[config.mk]
export PLATFORM = sky130hd
export DESIGN_NAME = vga_frame_monitor
export DESIGN_NICKNAME = d
export VERILOG_FILES = /design/src/rtl/vga_frame_monitor.sv
export SDC_FILE = /design/constraint.sdc
export NUM_CORES = 1
export LEC_CHECK = 0
export BUFFER_PORTS_ARGS = -buffer_cell sky130_fd_sc_hd__buf_2
export CAP_MARGIN = 20
export CORE_AREA = 2 2 131 133
export CTS_BUF_LIST = sky130_fd_sc_hd__clkbuf_8
export DETAILED_ROUTE_END_ITERATION = 12
export DIE_AREA = 0 0 133 135
export SLEW_MARGIN = 10
export SYNTH_ARGS = -nofsm -noshare
export SYNTH_HDL_FRONTEND = slang
export SYNTH_SLANG_ARGS = --single-unit
[constraint.sdc]
create_clock -name clk -period 6.47 [get_ports clk]
set_input_delay 0.9705 -clock clk [delete_from_list [all_inputs] [get_ports clk]]
set_output_delay 0.9705 -clock clk [all_outputs]
set_load 0.05 [all_outputs]
[src/rtl/vga_frame_monitor.sv]
// ---------------------------------------------------------------------------
// vga_frame_monitor
//
// Receive-side checker for a VGA raster stream. For every frame delimited by
// two vsync edges it reports a CRC-16-CCITT of the active pixels, the number
// of active lines, the pixel count of the final active line, a frame counter
// and timing error flags measured against the nominal raster geometry.
//
// Optional feature macro: VGA_MON_CRC_EN
//   defined   -> CRC engine present, frame_crc carries the frame CRC
//   undefined -> CRC engine removed, frame_crc is held at 16'h0000
//
// Parameters
//   H_ACTIVE  active pixels per line
//   V_ACTIVE  active lines per frame
//   H_TOTAL   clocks per hsync period
//   V_TOTAL   lines per vsync period
//   SYNC_POL  asserted level of hsync / vsync
//
// Ports
//   clk           pixel clock
//   rst           asynchronous reset, active-high
//   hsync, vsync  sync inputs (asserted level = SYNC_POL)
//   hblnk, vblnk  blanking inputs, pixel is active when both are low
//   rgb[11:0]     pixel {r,g,b}
//   frame_done    one-cycle pulse, the frame_* outputs were just updated
//   frame_crc     CRC of the last complete frame
//   frame_lines   lines with at least one active pixel in the last frame
//   last_line_px  active pixels on the final active line of the last frame
//   frame_count   completed frames, wraps
//   err_flags     [0] hsync period [1] pixels/line [2] line count [3] vsync period
//   sticky_err    OR of every err_flags value reported since reset
// ---------------------------------------------------------------------------
module vga_frame_monitor #(
    parameter int   H_ACTIVE = 1024,
    parameter int   V_ACTIVE = 768,
    parameter int   H_TOTAL  = 1328,
    parameter int   V_TOTAL  = 806,
    parameter logic SYNC_POL = 1'b0
) (
    input  logic        clk,
    input  logic        rst,
    input  logic        hsync,
    input  logic        vsync,
    input  logic        hblnk,
    input  logic        vblnk,
    input  logic [11:0] rgb,
    output logic        frame_done,
    output logic [15:0] frame_crc,
    output logic [11:0] frame_lines,
    output logic [11:0] last_line_px,
    output logic [15:0] frame_count,
    output logic [3:0]  err_flags,
    output logic [3:0]  sticky_err
);

    localparam logic [11:0] H_ACTIVE_W = 12'(H_ACTIVE);
    localparam logic [11:0] V_ACTIVE_W = 12'(V_ACTIVE);
    localparam logic [11:0] H_TOTAL_W  = 12'(H_TOTAL);
    localparam logic [20:0] V_PERIOD   = 21'(H_TOTAL * V_TOTAL);
    localparam logic [11:0] HS_MAX     = 12'hFFF;
    localparam logic [20:0] VS_MAX     = 21'h1F_FFFF;

    typedef enum logic {
        IDLE,
        FRAME
    } state_t;

    state_t state;
    state_t state_next;

    // Two register stages on the inputs. Sync regs idle at the deasserted
    // level and blanking regs idle blanked, so leaving reset never produces
    // a phantom edge or a phantom line end.
    logic hsync_s1, vsync_s1, hblnk_s1, vblnk_s1;
    logic hsync_s2, vsync_s2, hblnk_s2, vblnk_s2;

    always_ff @(posedge clk or posedge rst) begin
        if (rst) begin
            hsync_s1 <= ~SYNC_POL;
            vsync_s1 <= ~SYNC_POL;
            hblnk_s1 <= 1'b1;
            vblnk_s1 <= 1'b1;
            hsync_s2 <= ~SYNC_POL;
            vsync_s2 <= ~SYNC_POL;
            hblnk_s2 <= 1'b1;
            vblnk_s2 <= 1'b1;
        end else begin
            hsync_s1 <= hsync;
            vsync_s1 <= vsync;
            hblnk_s1 <= hblnk;
            vblnk_s1 <= vblnk;
            hsync_s2 <= hsync_s1;
            vsync_s2 <= vsync_s1;
            hblnk_s2 <= hblnk_s1;
            vblnk_s2 <= vblnk_s1;
        end
    end

    // Event detection. A line end is the first inactive cycle that follows
    // an active one, so it can never coincide with an active pixel.
    logic hs_edge, vs_edge, active_s1, active_s2, line_end;

    always_comb begin
        hs_edge   = (hsync_s1 == SYNC_POL) && (hsync_s2 != SYNC_POL);
        vs_edge   = (vsync_s1 == SYNC_POL) && (vsync_s2 != SYNC_POL);
        active_s1 = !hblnk_s1 && !vblnk_s1;
        active_s2 = !hblnk_s2 && !vblnk_s2;
        line_end  = active_s2 && !active_s1;
    end

    // Events are registered once more so every frame decision is made from
    // flops; this stage sets the vsync-to-frame_done latency to three clocks.
    logic hs_edge_q, vs_edge_q, active_q, line_end_q;

    always_ff @(posedge clk or posedge rst) begin
        if (rst) begin
            hs_edge_q  <= 1'b0;
            vs_edge_q  <= 1'b0;
            active_q   <= 1'b0;
            line_end_q <= 1'b0;
        end else begin
            hs_edge_q  <= hs_edge;
            vs_edge_q  <= vs_edge;
            active_q   <= active_s1;
            line_end_q <= line_end;
        end
    end

    // State register.
    always_ff @(posedge clk or posedge rst) begin
        if (rst) begin
            state <= IDLE;
        end else begin
            state <= state_next;
        end
    end

    // The first vsync edge only opens a frame; every later one closes the
    // running frame and opens the next.
    logic frame_start, frame_end;

    always_comb begin
        state_next  = state;
        frame_start = 1'b0;
        frame_end   = 1'b0;
        case (state)
            IDLE: begin
                if (vs_edge_q) begin
                    state_next  = FRAME;
                    frame_start = 1'b1;
                end
            end
            FRAME: begin
                if (vs_edge_q) begin
                    frame_end = 1'b1;
                end
            end
            default: state_next = IDLE;
        endcase
    end

    // Per-frame accumulators.
    logic [11:0] px_cnt;
    logic [11:0] line_cnt;
    logic [11:0] last_px;
    logic [1:0]  err_acc;
    logic [11:0] hs_cnt;
    logic        hs_armed;
    logic [20:0] vs_cnt;

    // Values a frame closes with. A line end landing on the closing vsync
    // edge still belongs to the closing frame.
    logic        px_err, hs_err;
    logic [11:0] lines_final;
    logic [11:0] last_px_final;
    logic [3:0]  err_final;

    always_comb begin
        px_err        = line_end_q && (px_cnt != H_ACTIVE_W);
        hs_err        = hs_edge_q && hs_armed && (hs_cnt != H_TOTAL_W);
        lines_final   = line_cnt + 12'(line_end_q);
        last_px_final = line_end_q ? px_cnt : last_px;
        err_final     = {vs_cnt != V_PERIOD,
                         lines_final != V_ACTIVE_W,
                         err_acc[1] | px_err,
                         err_acc[0] | hs_err};
    end

    // Pixel / line bookkeeping. A pixel on the vsync edge cycle opens the
    // new frame, so the fresh pixel count starts at one in that case.
    always_ff @(posedge clk or posedge rst) begin
        if (rst) begin
            px_cnt   <= '0;
            line_cnt <= '0;
            last_px  <= '0;
            err_acc  <= '0;
        end else if (frame_start || frame_end) begin
            px_cnt   <= active_q ? 12'd1 : 12'd0;
            line_cnt <= '0;
            last_px  <= '0;
            err_acc  <= '0;
        end else if (state == FRAME) begin
            if (active_q) begin
                px_cnt <= px_cnt + 12'd1;
            end
            if (line_end_q) begin
                px_cnt   <= '0;
                line_cnt <= line_cnt + 12'd1;
                last_px  <= px_cnt;
            end
            err_acc <= err_acc | {px_err, hs_err};
        end
    end

    // Sync period counters run continuously and restart at one on each edge,
    // so the count seen on the next edge equals the period in clocks. Both
    // saturate so a lost pulse still reads as a wrong period.
    always_ff @(posedge clk or posedge rst) begin
        if (rst) begin
            hs_cnt   <= '0;
            hs_armed <= 1'b0;
            vs_cnt   <= '0;
        end else begin
            if (hs_edge_q) begin
                hs_cnt <= 12'd1;
            end else if (hs_cnt != HS_MAX) begin
                hs_cnt <= hs_cnt + 12'd1;
            end

            if (vs_edge_q) begin
                vs_cnt <= 21'd1;
            end else if (vs_cnt != VS_MAX) begin
                vs_cnt <= vs_cnt + 21'd1;
            end

            // The period seen at the first hsync edge of a fresh frame spans
            // time spent in IDLE, so that edge only arms the check.
            if (frame_start) begin
                hs_armed <= 1'b0;
            end else if (state == FRAME && hs_edge_q) begin
                hs_armed <= 1'b1;
            end
        end
    end

    // Frame report registers.
    always_ff @(posedge clk or posedge rst) begin
        if (rst) begin
            frame_done   <= 1'b0;
            frame_lines  <= '0;
            last_line_px <= '0;
            frame_count  <= '0;
            err_flags    <= '0;
            sticky_err   <= '0;
        end else begin
            frame_done <= frame_end;
            if (frame_end) begin
                frame_lines  <= lines_final;
                last_line_px <= last_px_final;
                frame_count  <= frame_count + 16'd1;
                err_flags    <= err_final;
                sticky_err   <= sticky_err | err_final;
            end
        end
    end

`ifdef VGA_MON_CRC_EN
    // CRC-16-CCITT (poly 0x1021), twelve bits per pixel, MSB first.
    function automatic logic [15:0] crc_step(input logic [15:0] crc_in,
                                             input logic [11:0] data);
        logic [15:0] c;
        c = crc_in;
        for (int i = 11; i >= 0; i--) begin
            if (c[15] ^ data[i]) begin
                c = {c[14:0], 1'b0} ^ 16'h1021;
            end else begin
                c = {c[14:0], 1'b0};
            end
        end
        return c;
    endfunction

    logic [11:0] rgb_s1;
    logic [11:0] rgb_q;
    logic [15:0] crc_acc;

    // Pixel data follows the same pipeline depth as the active flag.
    always_ff @(posedge clk or posedge rst) begin
        if (rst) begin
            rgb_s1 <= '0;
            rgb_q  <= '0;
        end else begin
            rgb_s1 <= rgb;
            rgb_q  <= rgb_s1;
        end
    end

    // The running CRC restarts at every frame boundary, seeded with the
    // boundary-cycle pixel when there is one.
    always_ff @(posedge clk or posedge rst) begin
        if (rst) begin
            crc_acc   <= 16'hFFFF;
            frame_crc <= '0;
        end else begin
            if (frame_start || frame_end) begin
                crc_acc <= active_q ? crc_step(16'hFFFF, rgb_q) : 16'hFFFF;
            end else if (state == FRAME && active_q) begin
                crc_acc <= crc_step(crc_acc, rgb_q);
            end
            if (frame_end) begin
                frame_crc <= crc_acc;
            end
        end
    end
`else
    logic unused_rgb;
    assign unused_rgb = ^rgb;
    assign frame_crc  = 16'h0000;
`endif

endmodule

==> results.toml, run 1 <==
[clock_tree]
cts_sinks = 134
postCtsSetupRepairBufs = 0
cts_root_buffer = "clkbuf_8"
numCtsBuffers = 17
cts_tree = "done"
ctsResizeCount = 0
htree_levels = 4
clkTransAtPathRegs_ns = 0.07
ctsHoldBuffers = 0
cts_buffer_depth = 2
clock_latency_ns = 0.45

[worst_setup_path]
crit_fanout = 22
path_cells = "buf_4, ha_1, ha_1, nand3_1, nor2_1, a311oi_1, a2111oi_4, o21bai_1"
start_kind = "register"
rr_endpoint = "sticky_err[2]"
worstPathRequired_ns = 6.76
cp-end-kind = "register"
cp_slowest_cell = "a2111oi_4"
rrSetupSlack_ns = 3.96
crit_top_cell = "ha_1"
rr_startpoint = "line_end_q"
crit_type = "register to register"
setup.worst_path.end = "sticky_err[2]"
reg2reg_depth = 8
worstSetupStartpoint = "line_end_q"
crit_path_max_incr_delay_ns = 0.43
worstPathArrival_ns = 2.80

[layout]
nFillCells = 1559
multi_input_area_mm2 = 0.00285
n_antenna_cell = 0
fin_nets = 731
synthToLayoutAreaGrowth_pct = 11.4
seqCellArea_mm2 = 0.00336
drive_above_1_share_pct = 14.8

[global_routing]
grt_pass1_wl_um = 22500
grt_util_met3_pct = 4.02
grt.total_usage_pct = 15.5
grt_max_degree = 84
busiest_layer = "met2"
antenna_found_initial = 0
use_met2_pct = 25.0
grt_overflow_total = 0
grt_pass1_vias = 4617
met1_usage_pct = 19.8

[floorplan]
pin_count = 83
dieArea_mm2 = 0.0180
dieWidth_um = 133
core-area_mm2 = 0.0164
rows = 47
initial_core_util_pct = 39.6
chipHeight_um = 135

[sta]
hold_viol = 0
grt_setup_unrepaired = "no"
period_share_pct = 38.8
min_period_ns = 2.51
clock.fmax_ghz = 0.399
worstMarginPinSlew_ns = 0.951
drv_slew = 0
maxSlewHeadroom_pct = 36.4
setup_viol_count_final = 0
holdWs_ns = 0.365
fin_worst_skew_ns = 0.00955
finalSetupTns_ns = 0

[power_and_ir_drop]
ir_drop_mv = 0.132
p_leak_nw = 3.25
p_per_area_mw_per_mm2 = 262

[place]
dp_hpwl_um = 8660
place_congestion = 0.830
io_buffers = 54

[yosys]
synth_area_leaders = "dfrtp_1, nand2_1, xnor2_1"
netlist_instances = 656
synth_largest_area_cell = "dfrtp_1"
ys_async_sr_fraction_pct = 100
synth_ff_type = "dfrtp_1"
synth_edf_count = 0
syn_area_mm2 = 0.00649
postSynthAreaPerCell_um2 = 9.90
synth.distinct_cells = 57
yosysMostFrequentCell = "dfrtp_1"
yosysSeqAreaShare_pct = 51.8
synth_commonest_cells = "dfrtp_1, nand2_1, nor2_1"
ys_warn_count = 0
yosysTopAreaCellShare_pct = 48.6
ys_ff_latch = 134

[drt]
routed_wl_um = 13200
routedWlPerCell_um = 14.1
via_per_inst = 5.13
drtIter0Drc = 241
drc = 0
drtPass1Iterations = 5
ant_nets = 0
vias = 4791

[run]
drv_cap = 0

[run_status]
status = "finished clean"

[min_path]
worstHoldPathType = "register to register"
-- report_power, final --
part	leakage, nW	internal [mW]	switching, mW
sequential	1.77	0.896	0.0655
combinational	1.28	0.0836	0.226
clock	0.206	0.327	0.298
total	3.25	1.31	0.590
-- per-layer routing --
| layer | share of wire, % | wire, µm |
|---|---|---|
| met1 | 46 | 6030 |
| met2 | 48 | 6370 |
| met3 | 4.0 | 533 |
| met4 | 2.0 | 262 |
| met5 | 0 | 0 |
-- cells by family after synthesis --
kind of cell               after synthesis  synth area share, %
DFF                                    134                 51.8
AOI/OAI and AO/OA                      102                 9.79
xor gates and xnor gates                58                 7.83
buffers and inverters                   63                 5.24
adders and majority gates               11                 2.12
muxes                                   17                 2.62
other                                    1               0.0578
and+or+nand+nor                        270                 20.5
-- registers in the layout, summed over array words and instances, names as in the netlist, 2 cells and up --
name and cells:
hs_cnt 12, sticky_err 4, frame_lines 12, last_line_px 12, err_acc 2, vs_cnt 21, frame_count 16, line_cnt 12
err_flags 4, last_px 12, px_cnt 12
-- cells in the final DEF (no fill, tap or decap), drive strengths merged, types with 17 or more instances in the layout --
cell / count
dfrtp: 126
nand2: 88
nor2: 67
buf: 58
o21ai: 40
xnor2: 29
xor2: 29
nand4: 28
a21oi: 25
clkbuf: 24
inv: 20
mux2i: 17
-- final cells by class --
cell class,count,area share (%)
sequential,134,46.5
inverter,17,0.917
multi-input combinational,474,39.4
timing repair buffer,58,4.43
clock buffer,24,4.57
tap,220,3.81
clock inverter,7,0.415
-- how the worst min path moves through the flow --
stage / depth (start not counted) / endpoint / startpoint
final: 0 / vblnk_s2 / vblnk_s1
after global routing: 0 / hblnk_s2 / hblnk_s1
after CTS: 0 / vblnk_s2 / vblnk_s1
after detailed placement: 0 / vblnk_s2 / vblnk_s1
after global placement: 0 / hblnk_s2 / hblnk_s1
after floorplan: 0 / hblnk_s2 / hblnk_s1
-- critical path, delay by kind of cell, from the launching register on --
family,cells,cell delay (ns)
DFF,1,0.32
and+or+nand+nor,2,0.48
buffers and inverters,1,0.30
AOI/OAI and AO/OA,3,0.70
adders and majority gates,2,0.55
-- metrics by stage --
| stage | utilization [%] | worst slack (ns) | area [µm²] | cells | power, mW |
|---|---|---|---|---|---|
| after floorplan | - | 1.93 | 6550 | 671 | 1.21 |
| after global placement | 41.7 | 3.94 | 6840 | 902 | 1.27 |
| after detailed placement | 41.7 | 3.89 | 6840 | 902 | 1.29 |
| after CTS | 43.9 | 3.95 | 7200 | 933 | 1.92 |
| after global routing | 44.1 | 3.74 | 7230 | 934 | 2.00 |
| final | 44.1 | 3.96 | 7230 | 934 | 1.90 |
(Power assumes the default switching activity.)
==> run 2: changes to the inputs <==
Clock period 6.47 ns to 2 ns, I/O delays scaled along.
==> run 2 against run 1 <==
Net effect:
- the run now ends with setup timing left
- register-to-register slack got worse by 4.0 ns
- first-iteration DRC count up 3.7%
- utilization is 2.0 points higher
- clock-buffer cell count fell by 3
- fmax up 25%
- final cell count up 3.5%
==> results.toml, run 2 (synthesis gave the netlist of run 1 again) <==
[run_status]
status = "complete, but fails checks"
violations = "setup timing"

[layout]
final_cell_mix = "dfrtp_1, nand2_1, nor2_1, buf_2, o21ai_0"
fin_cells = 967
n_antenna_cell = 0
largest_reg_flops = 21
drive_above_1_share_pct = 18.7
layout_commonest_cell = "dfrtp_1"
top_register = "vs_cnt"
top_regs = "vs_cnt x21, frame_count x16"
final_cell_area_mm2 = 0.00756
fin_nets = 763
synthToLayoutAreaGrowth_pct = 16.4

[sta]
worstMarginPinSlew_ns = 0.543
layout_setup_ws_ns = -0.00791
finalSetupTns_ns = -0.00791
min_period_ns = 2.01
setup_viol_count_final = 1
period_share_pct = 100
holdWs_ns = 0.366
grt_setup_unrepaired = "yes"
hold_viol = 0
fin_worst_skew_ns = 0.00973
clock.fmax_ghz = 0.498
drv_slew = 0
maxSlewHeadroom_pct = 62.8

[power_and_ir_drop]
switching_power_mw = 1.95
share_comb_of_total_power_pct = 17.2
p_per_area_mw_per_mm2 = 827
seq_power_share_pct = 49.8
clockPowerShare_pct = 33.0
internal-power_mw = 4.31
ir_drop_mv = 0.577
p_leak_nw = 3.42
switching_share_pct = 31.1

[worst_setup_path]
crit_buf_inv = 0
rrSetupSlack_ns = -0.008
crit_path_max_incr_delay_ns = 0.42
rr_endpoint = "err_flags[2]"
cp-end-kind = "register"
crit_type = "register to register"
reg2reg_depth = 7
rr_startpoint = "line_end_q"
path_cells = "ha_2, ha_4, or4_4, nor3_2, o211ai_1, a2111oi_4, o21ai_1"
start_kind = "register"
worstPathRequired_ns = 2.33
crit_fanout = 3
crit_family = "simple AND/OR/NAND/NOR gates"
worstPathArrival_ns = 2.34
cp_slowest_cell = "or4_4"

[clock_tree]
cts_sinks = 134
clock_latency_ns = 0.45
numCtsBuffers = 17
clkTransAtPathRegs_ns = 0.07
htree_levels = 4
cts_root_buffer = "clkbuf_8"
cts_buffer_depth = 2
cts_tree = "done"

[global_routing]
grt.total_usage_pct = 16.2
antenna_found_initial = 0
grt_max_degree = 42
grt_pass1_vias = 4723
grt_overflow_total = 0
grt_pass1_wl_um = 23200

[floorplan]
dieWidth_um = 133
rows = 47
initial_core_util_pct = 39.6
pin_count = 83
core-area_mm2 = 0.0164
chipHeight_um = 135
dieArea_mm2 = 0.0180

[drt]
drtPass1Iterations = 4
vias = 4950
drc = 0
via_per_inst = 5.12
ant_nets = 0
drtIter0Drc = 250
routedWlPerCell_um = 14.2
routed_wl_um = 13800

[place]
dp_hpwl_um = 9670
place_congestion = 0.857
place_area_mm2 = 0.00709
io_buffers = 54
place_ws_ns = -0.0735
placedCellCount = 929

[min_path]
worstHoldPathType = "register to register"
hold_start = "vblnk_s1"
hold_depth = 0
hold_end = "vblnk_s2"

[run]
drv_cap = 0
[run 2: changes by cell type in the layout (fill, tap and decap cells not counted), sizes merged]
| cell | previous run | this run |
|---|---|---|
| buf | 58 | 85 |
| bufinv | 0 | 1 |
| clkbuf | 24 | 21 |
| clkinvlp | 0 | 1 |
| dlygate4sd3 | 0 | 5 |
| inv | 20 | 22 |
[run 2: layer usage]
metal | track usage, % | vias to the layer above | share of wire [%]
met4 | 6.69 | 0 | 1.8
met5 | 0 | - | 0
met2 | 26.1 | 91 | 48
li1 | - | 2412 | -
met1 | 20.9 | 2429 | 46
met3 | 4.17 | 18 | 3.6
[run 2: repair_timing]
| action | 4_1_cts | 5_1_grt |
|---|---|---|
| resized for setup | 3 | 7 |
| endpoints found under the hold margin | 16 | 0 |
| pin swaps | 2 | 0 |
| buffers inserted | 1 | 0 |
| endpoints found under the setup margin | 2 | 5 |
| hold buffers | 5 | 0 |
[run 2: final cells by class]
cell class	instances	area, µm²
clock buffers	21	289
clock inverters	11	71.3
fillers	1567	8850
inverters	17	67.6
multi-input cells	474	2900
flip-flops and latches	134	3360
well taps	220	275
repair buffers	90	594
[run 2: stage by stage]
stage               power (mW)  utilization [%]
finish                    6.25             46.1
global route              6.57             46.1
CTS                       6.32             45.9
detailed placement        4.21             43.2
global placement          4.18             43.2
floorplan                 3.93                -
[run 2: power groups by stage]
| stage | registers, mW | clock network, mW | logic (mW) |
|---|---|---|---|
| finish | 3.11 | 2.07 | 1.07 |
| global route | 3.14 | 2.25 | 1.17 |
| CTS | 3.11 | 2.13 | 1.07 |
| detailed placement | 3.16 | 0 | 1.06 |
| global placement | 3.14 | 0 | 1.04 |
| floorplan | 3.40 | 0 | 0.534 |
[run 2: worst max-delay path by stage]
stage	cells past startpoint	startpoint	end	slack, ns
after floorplan	7	line_cnt[0]	sticky_err[2]	0.005
after global placement	7	line_end_q	sticky_err[2]	-0.04
after detailed placement	7	line_end_q	sticky_err[2]	-0.07
after CTS	7	line_end_q	err_flags[2]	-0.06
after global routing	7	line_end_q	err_flags[2]	-0.09
final	7	line_end_q	err_flags[2]	-0.008
==> run 3: changes to the inputs <==
Settings changed: CORE_AREA 2 2 131 133 to 5 5 134 136, DIE_AREA 0 0 133 135 to 0 0 139 141.
Clock period 2 ns to 1.75 ns, I/O delays scaled along.
==> run 3 against run 2 <==
Net effect:
- the run still ends with setup timing left
- design area rose by 7.0%
- fmax grew 0.66%
- routed wire length grew 4.6%
- flip-flop and latch count did not move
- total power up 26%
- hold slack got worse by 0.013 ns
- critical path depth did not move
- sequential power grew 14%
- setup slack got worse by 0.24 ns
- clock skew grew 0.0050 ns
- clock power is 45% higher
- sequential share of layout area is 2.8 points lower
- critical endpoint is now sticky_err[2]
==> results.toml, run 3 (synthesis gave the netlist of run 1 again) <==
[worst_setup_path]
worstPathArrival_ns = 2.32
setup.worst_path.end = "sticky_err[2]"
crit_fanout = 3
crit_top_cell = "ha_4"
path_cells = "ha_4, ha_4, or4_4, nor3_2, o211ai_1, a2111oi_4, o21bai_1"
reg2reg_depth = 7
rr_endpoint = "sticky_err[2]"
crit_path_max_incr_delay_ns = 0.45
rrSetupSlack_ns = -0.24
rr_startpoint = "line_end_q"
crit_type = "register to register"
worstSetupStartpoint = "line_end_q"
worstPathRequired_ns = 2.07
start_kind = "register"
cp_slowest_cell = "dfrtp_2"
cp-end-kind = "register"

[global_routing]
grt_max_degree = 53
grt_overflow_total = 0
grt.total_usage_pct = 14.9
antenna_found_initial = 0
grt_pass1_vias = 5116
grt_pass1_wl_um = 24200

[layout]
top_register = "vs_cnt"
largest_reg_flops = 21
final_cell_mix = "dfrtp_1, nand2_1, buf_4, nor2_1, buf_2"
synthToLayoutAreaGrowth_pct = 24.6
drive_above_1_share_pct = 26.1
fin_cells = 1015
fin_util_pct = 48.1
fin_nets = 806
final_cell_area_mm2 = 0.00809
layout_commonest_cell = "dfrtp_1"
top_regs = "vs_cnt x21, frame_count x16"
n_antenna_cell = 0

[power_and_ir_drop]
switching_power_mw = 2.31
switching_share_pct = 29.5
p_leak_nw = 3.66
p_per_area_mw_per_mm2 = 970
ir_drop_mv = 0.592
seq_power_share_pct = 45.3
share_comb_of_total_power_pct = 16.5
internal-power_mw = 5.54
clockPowerShare_pct = 38.2

[sta]
fin_worst_skew_ns = 0.0147
period_share_pct = 114
min_period_ns = 1.99
hold_viol = 0
holdWs_ns = 0.353
drv_slew = 0
setup_viol_count_final = 8
layout_setup_ws_ns = -0.245
grt_setup_unrepaired = "yes"
clock.fmax_ghz = 0.501

[drt]
drtPass1Iterations = 4
drtIter0Drc = 285
via_per_inst = 5.05
routed_wl_um = 14400
ant_nets = 0
routedWlPerCell_um = 14.2
vias = 5122
drc = 0

[run]
drv_cap = 0

[floorplan]
rows = 48
dieArea_mm2 = 0.0196
chipHeight_um = 141
initial_core_util_pct = 38.6
core-area_mm2 = 0.0168
pin_count = 83
dieWidth_um = 139

[place]
place_area_mm2 = 0.00744
io_buffers = 54
place_congestion = 0.858
dp_hpwl_um = 10400
placedCellCount = 977

[clock_tree]
numCtsBuffers = 17
clock_latency_ns = 0.44
clkTransAtPathRegs_ns = 0.08
cts_buffer_depth = 2
cts_sinks = 134
cts_root_buffer = "clkbuf_8"
cts_tree = "done"
htree_levels = 4

[run_status]
status = "complete, but fails checks"
violations = "setup timing"

[min_path]
worstHoldPathType = "input port to async pin"
[run 3: cell types whose count changed in the layout (fill, tap and decap cells not counted), moves of 4 or more]
cell       change
bufinv_16      +4
dfrtp_2        +5
dfrtp_1        -5
buf_4         +43
inv_1          -6
[run 3: worst min path at each step]
stage                     startpoint              to  slack (ns)  cells after the start
after CTS                        rst  frame_count[0]        0.33                      3
final                            rst  frame_count[3]        0.35                      3
after floorplan                hblnk        hblnk_s1        0.27                      0
after detailed placement         rst  frame_count[1]        0.28                      2
after global placement           rst  frame_count[3]        0.26                      2
after global routing             rst  frame_count[3]        0.37                      3
[run 3: worst max-delay path, delay by kind of cell (launching register included)]
family,cells,cell delay (ns)
and+or+nand+nor,2,0.53
AOI/OAI and AO/OA,3,0.49
DFF,1,0.45
adders and majority gates,2,0.39
[run 3: metal layers]
| metal | routed length (µm) | GRT usage (%) | up-vias |
|---|---|---|---|
| met5 | 0 | 0 | - |
| met4 | 224 | 5.72 | 0 |
| met3 | 515 | 3.80 | 20 |
| met2 | 7480 | 26.4 | 92 |
| met1 | 6200 | 17.5 | 2522 |
| li1 | - | - | 2488 |
[run 3: through the flow]
step                total power, mW  setup TNS [ns]  worst slack [ns]
floorplan                      4.50          -21.88            -0.171
global placement               4.83          -0.538            -0.203
detailed placement             4.87           -1.08            -0.253
CTS                            7.91           -1.39            -0.275
global route                   8.24           -1.93            -0.371
finish                         7.85          -0.733            -0.245
[run 3: final cells by class]
type                       instances  area, µm²
clock buffer                      20        275
clock inverter                    12        200
fill                            1589       8730
inverter                          17       71.3
multi-input combinational        474       2970
sequential                       134       3370
tap                              225        282
timing repair buffer             133        917
[run 3: power groups by stage]
stage | sequential (mW) | combinational, mW | clock, mW
3_3_place_gp | 3.59 | 1.24 | 0
4_1_cts | 3.55 | 1.28 | 3.09
2_1_floorplan | 3.89 | 0.616 | 0
6_report | 3.56 | 1.29 | 3.00
5_1_grt | 3.60 | 1.42 | 3.22
3_5_place_dp | 3.60 | 1.26 | 0
[run 3: what timing repair did]
action / in CTS / in global routing
gates cloned: 0 / 0
pin swaps: 0 / 4
endpoints found under the hold margin: 14 / 0
gates resized for setup: 3 / 27
buffers inserted: 0 / 1
setup endpoints to repair: 17 / 35
hold buffers: 5 / 0
